===== config.mk =====
export PLATFORM = sky130hd
export DESIGN_NAME = muldiv_sequencer_flat
export DESIGN_NICKNAME = d
export VERILOG_FILES = /design/src/rtl/muldiv_sequencer_if.sv /design/src/rtl/muldiv_sequencer.sv /design/src/flat_wrapper.sv
export SDC_FILE = /design/constraint.sdc
export NUM_CORES = 1
export LEC_CHECK = 0
export CAP_MARGIN = 20
export CORE_MARGIN = 5
export CORE_UTILIZATION = 47
export DETAILED_ROUTE_END_ITERATION = 7
export HOLD_SLACK_MARGIN = 0.03
export PLACE_DENSITY = 0.78
export SLEW_MARGIN = 30
export SYNTH_ARGS = -nofsm -noshare
export SYNTH_HDL_FRONTEND = slang
export SYNTH_SLANG_ARGS = --single-unit

===== constraint.sdc =====
create_clock -name clk -period 2.25 [get_ports clk]
set_clock_uncertainty 0.2 [all_clocks]
set_input_delay 0.675 -clock clk [delete_from_list [all_inputs] [get_ports clk]]
set_output_delay 0.675 -clock clk [all_outputs]
set_load 0.02 [all_outputs]

===== src/rtl/muldiv_sequencer_if.sv =====
// Request/result and ALU-side signals of the multiply/divide sequencer.
// slave: sequencer view. master: CPU control unit plus shared ALU view.
interface muldiv_sequencer_if;
  logic       start;
  logic       op_div;
  logic [3:0] a_in;
  logic [3:0] b_in;
  logic       alu_op_mul;
  logic       alu_op_div;
  logic       alu_acc_lsb;
  logic [3:0] alu_acc_high;
  logic [3:0] alu_bus_b;
  logic [3:0] alu_data;
  logic       alu_cout;
  logic       busy;
  logic       done;
  logic       div_by_zero;
  logic [7:0] result;

  modport slave (
    input  start, op_div, a_in, b_in, alu_data, alu_cout,
    output alu_op_mul, alu_op_div, alu_acc_lsb, alu_acc_high, alu_bus_b,
    output busy, done, div_by_zero, result
  );

  modport master (
    output start, op_div, a_in, b_in, alu_data, alu_cout,
    input  alu_op_mul, alu_op_div, alu_acc_lsb, alu_acc_high, alu_bus_b,
    input  busy, done, div_by_zero, result
  );
endinterface


===== src/rtl/muldiv_sequencer.sv =====
// Shift-add multiply / restoring divide controller driving a shared 4-bit ALU.
// Latency start->done: mul 5, div 9, div-by-zero 1 cycle; result updates when leaving DONE.
// No backpressure: start is sampled only in IDLE, anything else is dropped.
module muldiv_sequencer #(
  parameter int ITER = 4
) (
  input  logic             clk,
  input  logic             reset_n,
  muldiv_sequencer_if.slave bus
);

  localparam int CW = $clog2(ITER) + 1;
  localparam logic [CW-1:0] LAST_IT = CW'(ITER - 1);

  localparam logic [2:0] S_IDLE    = 3'd0;
  localparam logic [2:0] S_MUL_IT  = 3'd1;
  localparam logic [2:0] S_DIV_SH  = 3'd2;
  localparam logic [2:0] S_DIV_SUB = 3'd3;
  localparam logic [2:0] S_DONE    = 3'd4;

  logic [2:0]    state;
  logic [7:0]    acc;
  logic [3:0]    b_reg;
  logic [CW-1:0] cnt;
  logic          ovf;
  logic          dbz;
  logic [7:0]    result_q;

  logic          mul_c;
  logic [3:0]    mul_h;
  logic          sub_ok;
  logic          last_it;

  // Per-iteration ALU interpretation: carry only counts when the add was taken;
  // a subtract also succeeds if the shifted-out bit made the partial remainder >15.
  always_comb begin
    mul_c   = bus.alu_cout & acc[0];
    mul_h   = acc[0] ? bus.alu_data : acc[7:4];
    sub_ok  = bus.alu_cout | ovf;
    last_it = (cnt == LAST_IT);
  end

  // Sequencer state, accumulator and result registers.
  always_ff @(posedge clk or negedge reset_n) begin
    if (!reset_n) begin
      state    <= S_IDLE;
      acc      <= 8'h00;
      b_reg    <= 4'h0;
      cnt      <= '0;
      ovf      <= 1'b0;
      dbz      <= 1'b0;
      result_q <= 8'h00;
    end else begin
      case (state)
        S_IDLE: begin
          if (bus.start) begin
            acc   <= {4'h0, bus.a_in};
            b_reg <= bus.b_in;
            cnt   <= '0;
            dbz   <= 1'b0;
            if (!bus.op_div) begin
              state <= S_MUL_IT;
            end else if (bus.b_in == 4'h0) begin
              dbz   <= 1'b1;
              state <= S_DONE;
            end else begin
              state <= S_DIV_SH;
            end
          end
        end
        S_MUL_IT: begin
          acc <= {mul_c, mul_h, acc[3:1]};
          cnt <= cnt + CW'(1);
          if (last_it) state <= S_DONE;
        end
        S_DIV_SH: begin
          ovf   <= acc[7];
          acc   <= {acc[6:0], 1'b0};
          state <= S_DIV_SUB;
        end
        S_DIV_SUB: begin
          if (sub_ok) acc <= {bus.alu_data, acc[3:1], 1'b1};
          else        acc <= {acc[7:1], 1'b0};
          cnt   <= cnt + CW'(1);
          state <= last_it ? S_DONE : S_DIV_SH;
        end
        S_DONE: begin
          // On divide-by-zero acc still holds the untouched dividend.
          result_q <= dbz ? {acc[3:0], 4'hF} : acc;
          state    <= S_IDLE;
        end
        default: state <= S_IDLE;
      endcase
    end
  end

  assign bus.alu_op_mul   = (state == S_MUL_IT);
  assign bus.alu_op_div   = (state == S_DIV_SUB);
  assign bus.alu_acc_lsb  = acc[0];
  assign bus.alu_acc_high = acc[7:4];
  assign bus.alu_bus_b    = b_reg;
  assign bus.busy         = (state != S_IDLE);
  assign bus.done         = (state == S_DONE);
  assign bus.div_by_zero  = dbz;
  assign bus.result       = result_q;

endmodule

===== src/flat_wrapper.sv =====
// flat-port wrapper written by rule: the top's interface ports become plain ports
module muldiv_sequencer_flat 
#(
  parameter int ITER = 4
)
  (clk, reset_n, bus_start, bus_op_div, bus_a_in, bus_b_in, bus_alu_data, bus_alu_cout, bus_alu_op_mul, bus_alu_op_div, bus_alu_acc_lsb, bus_alu_acc_high, bus_alu_bus_b, bus_busy, bus_done, bus_div_by_zero, bus_result);
  muldiv_sequencer_if bus_i ();
  input  logic clk;
  input  logic reset_n;
  input wire logic [$bits(bus_i.start)-1:0] bus_start;
  input wire logic [$bits(bus_i.op_div)-1:0] bus_op_div;
  input wire logic [$bits(bus_i.a_in)-1:0] bus_a_in;
  input wire logic [$bits(bus_i.b_in)-1:0] bus_b_in;
  input wire logic [$bits(bus_i.alu_data)-1:0] bus_alu_data;
  input wire logic [$bits(bus_i.alu_cout)-1:0] bus_alu_cout;
  output wire logic [$bits(bus_i.alu_op_mul)-1:0] bus_alu_op_mul;
  output wire logic [$bits(bus_i.alu_op_div)-1:0] bus_alu_op_div;
  output wire logic [$bits(bus_i.alu_acc_lsb)-1:0] bus_alu_acc_lsb;
  output wire logic [$bits(bus_i.alu_acc_high)-1:0] bus_alu_acc_high;
  output wire logic [$bits(bus_i.alu_bus_b)-1:0] bus_alu_bus_b;
  output wire logic [$bits(bus_i.busy)-1:0] bus_busy;
  output wire logic [$bits(bus_i.done)-1:0] bus_done;
  output wire logic [$bits(bus_i.div_by_zero)-1:0] bus_div_by_zero;
  output wire logic [$bits(bus_i.result)-1:0] bus_result;
  assign bus_i.start = bus_start;
  assign bus_i.op_div = bus_op_div;
  assign bus_i.a_in = bus_a_in;
  assign bus_i.b_in = bus_b_in;
  assign bus_i.alu_data = bus_alu_data;
  assign bus_i.alu_cout = bus_alu_cout;
  assign bus_alu_op_mul = bus_i.alu_op_mul;
  assign bus_alu_op_div = bus_i.alu_op_div;
  assign bus_alu_acc_lsb = bus_i.alu_acc_lsb;
  assign bus_alu_acc_high = bus_i.alu_acc_high;
  assign bus_alu_bus_b = bus_i.alu_bus_b;
  assign bus_busy = bus_i.busy;
  assign bus_done = bus_i.done;
  assign bus_div_by_zero = bus_i.div_by_zero;
  assign bus_result = bus_i.result;
  muldiv_sequencer #(.ITER(ITER)) u_core (.clk(clk), .reset_n(reset_n), .bus(bus_i));
endmodule

==> metrics.txt <==
die width=about 66 um; clock buffer depth=2; Post-Layout Cell Count=about 220; worst reg2reg setup slack=between 0.2 and 0.25 ns; Compound-Gate Fraction of Synth Area=0.187; Synth Cell Area=~0.0015 mm2; die area=approximately 0.0043 mm2; I/O pin cnt=39; first-pass GRT wire length=6040 um; hold worst-path end=u_core.cnt[0]; CP max FO=3; top_reg_cell synth=dfrtp_1; shortest period the worst path allows=about 2.2 ns; Clock transition at path regs=around 0.15 ns; DRC viols=0; hold buffers post-CTS=0; setup ws final=0.0355 ns; Synth area leaders=dfrtp_1, mux2i_1, a21oi_1, nor2_1, mux2_4; CTS Sinks=28; Max Cap Viol=0; Min-Delay Startpoint=u_core.cnt[0]; fin nets=about 210; Post-Synth Adder-Cell Area=0.0172; Design Area, Final=0.00198 mm2; Mapped Nets=~160; WP data required=about 1.4 ns; post-DR wirelength/cell=between 15 and 20 um; WL final=3550 um; highest achievable clock rate=between 0.4 and 0.5 GHz; drt initial violations=27; fin. max-slew vios=0; Placed Instance Area=between 0.0015 and 0.002 mm2; mux cell area share after synthesis=0.105; Congestion Overflow GR=0; FF-to-FF path depth=5; Area growth syn-to-layout=36.4%; EDFF count, synth=0; XOR/XNOR share of the synthesized area=0; worst r2r src=u_core.state[1]; Die Y=between 60 and 70 um; Initial Util=0.484; unrepaired setup endpoints after global routing=yes; CTS tree=yes; Synth Area per Inst=slightly above 10 um2; Cells after Synth=approximately 140; endpoints failing hold=0; filler cell count=between 200 and 300; share of cells above drive strength 1=0.188; Core Area=0.00300 mm2; number of vias per cell=about 5.7; Final Power=approximately 2.8 mW; worst hold path type=register to register; top cells by count, synth=dfrtp_1, nor2_1, a21oi_1; Reg area=701 um2; Worst EP arrival=between 1 and 1.5 ns; clock root buffer=clkbuf_4; PortBufs=38; Detail Route Antenna Nets=0; CTS buffer count=3; Reg2Reg Capture Point=u_core.bus.alu_bus_b[2]; Total GRT Usage=0.182; Via Count=~1300; area of the multi-input gates=678 um2; gpl congestion=between 0.8 and 0.9; sequential fraction of the synthesis area=0.482; PD cells=about 1400 mW/mm2; Yosys cell types=38; P_leak=~0.90 nW; DRT Pass-1 Iters=4; simple-gate share of the synthesized area=0.150; cell count after placement=220; maximum ir drop on the vdd rail=a little over 0.6 mV; WHS Path Cells=1; cell with the most instances after synthesis=dfrtp_1; crit path kind=register to output pin; H-Tree Depth=1; Least-Margin Pin Slew=0.525 ns; relative slew slack=0.645; vias in the first global route=around 1200; Syn. warnings=0; flops & latches, synth=28; Rows=20; # diodes=0; nature of the critical path startpoint=register; largest net degree at the start of global routing=29; final core occ=0.660; Final setup viols=0; Final Cycle Share=0.984; CP Capture Type=output pin; largest family of logic cells by synthesized area=compound AO/OA/AOI/OAI gates; Post-synth ARST share=1.00; post-synth top area share=0.482; later-pin clock latency in the skew report=between 0.3 and 0.4 ns; status=complete, no violations; DP Worst Slack=-0.149 ns; DPL Wire Length=2750 um; area leader, netlist=dfrtp_1; initial antenna violation count=0
-- sequential cells by signal (all words and copies together) (netlist names) --
register,cells
u_core.acc,8
u_core.bus.result,8
u_core.bus.alu_bus_b,4
u_core.cnt,3
u_core.state,3
u_core.bus.div_by_zero,1
u_core.ovf,1
-- kinds of logic (layout without fill, tap and decap cells) --
logic type / after synthesis / count (layout)
fa+ha+maj: 2 / 2
flops: 28 / 28
compound gates: 40 / 40
buf+inv: 16 / 65
simple gates: 43 / 43
mux: 13 / 13
-- report_power, final --
part | switching [mW] | internal (mW)
registers | 0.180 | 0.737
clock network | 0.147 | 0.0629
logic | 0.843 | 0.829
total | 1.17 | 1.63
-- cell type report --
class                           instances  share of cell area
Inverter                                5             0.00947
Tap cell                               33              0.0208
Multi-Input combinational cell         98               0.342
Sequential cell                        28               0.354
Timing Repair Buffer                   57               0.263
Clock buffer                            3              0.0114
-- layer usage --
metal,vias to the layer above,global-route usage,wire [um]
met4,0,0.0622,44
met2,34,0.315,1880
met1,626,0.231,1480
li1,618,-,-
met3,4,0.0291,138
met5,-,0,0
-- timing repair --
item                                    4_1_cts  5_1_grt
pin swaps                                     0        1
endpoints found under the setup margin        8        8
buffers inserted                              0        1
resized for setup                            21       11
-- critical path: stages, from the launching register on --
cell	delay, ns
dfrtp_1	0.42
or3b_4	0.40
inv_2	0.08
buf_6	0.11
-- worst max path at each step --
stage	start	cells after the start	slack, ns	to
3_5_place_dp	bus_start	4	-0.15	u_core.bus.alu_bus_b[3]
2_1_floorplan	u_core.state[0]	3	0.20	bus_done
5_1_grt	u_core.state[0]	4	-0.05	bus_alu_op_div
4_1_cts	u_core.state[0]	3	-0.0004	bus_alu_op_mul
6_report	u_core.state[0]	3	0.04	bus_alu_op_mul
3_3_place_gp	bus_start	4	-0.14	u_core.bus.alu_bus_b[1]
-- per-stage QoR --
step	hold WS [ns]	setup TNS, ns
after floorplan	0.179	0
after global routing	0.357	-0.0857
after CTS	0.338	-0.000358
final	0.324	0
after global placement	0.285	-1.08
after detailed placement	0.299	-1.41
-- placed cells by master (no fill, tap or decap), types with 2 or more instances in the layout --
master	synthesis	layout
dfrtp_1	28	28
clkdlybuf4s50_1	0	26
buf_4	6	19
nor2_1	17	16
a21oi_1	13	13
nand2_1	8	8
mux2i_1	7	7
a31oi_1	5	5
o21ai_0	5	5
inv_1	5	4
mux2_4	4	4
a221o_1	4	4
nand3_1	4	4
dlygate4sd2_1	0	4
dlymetal6s2s_1	0	4
o2bb2ai_1	3	3
clkbuf_4	0	3
or3_1	2	2
a22oi_1	2	2
a32oi_1	2	2
mux2_2	2	2
a21boi_0	2	2
ha_1	2	2
buf_2	2	2
buf_6	0	2
No activity file was read; power rests on OpenSTA's default activity.
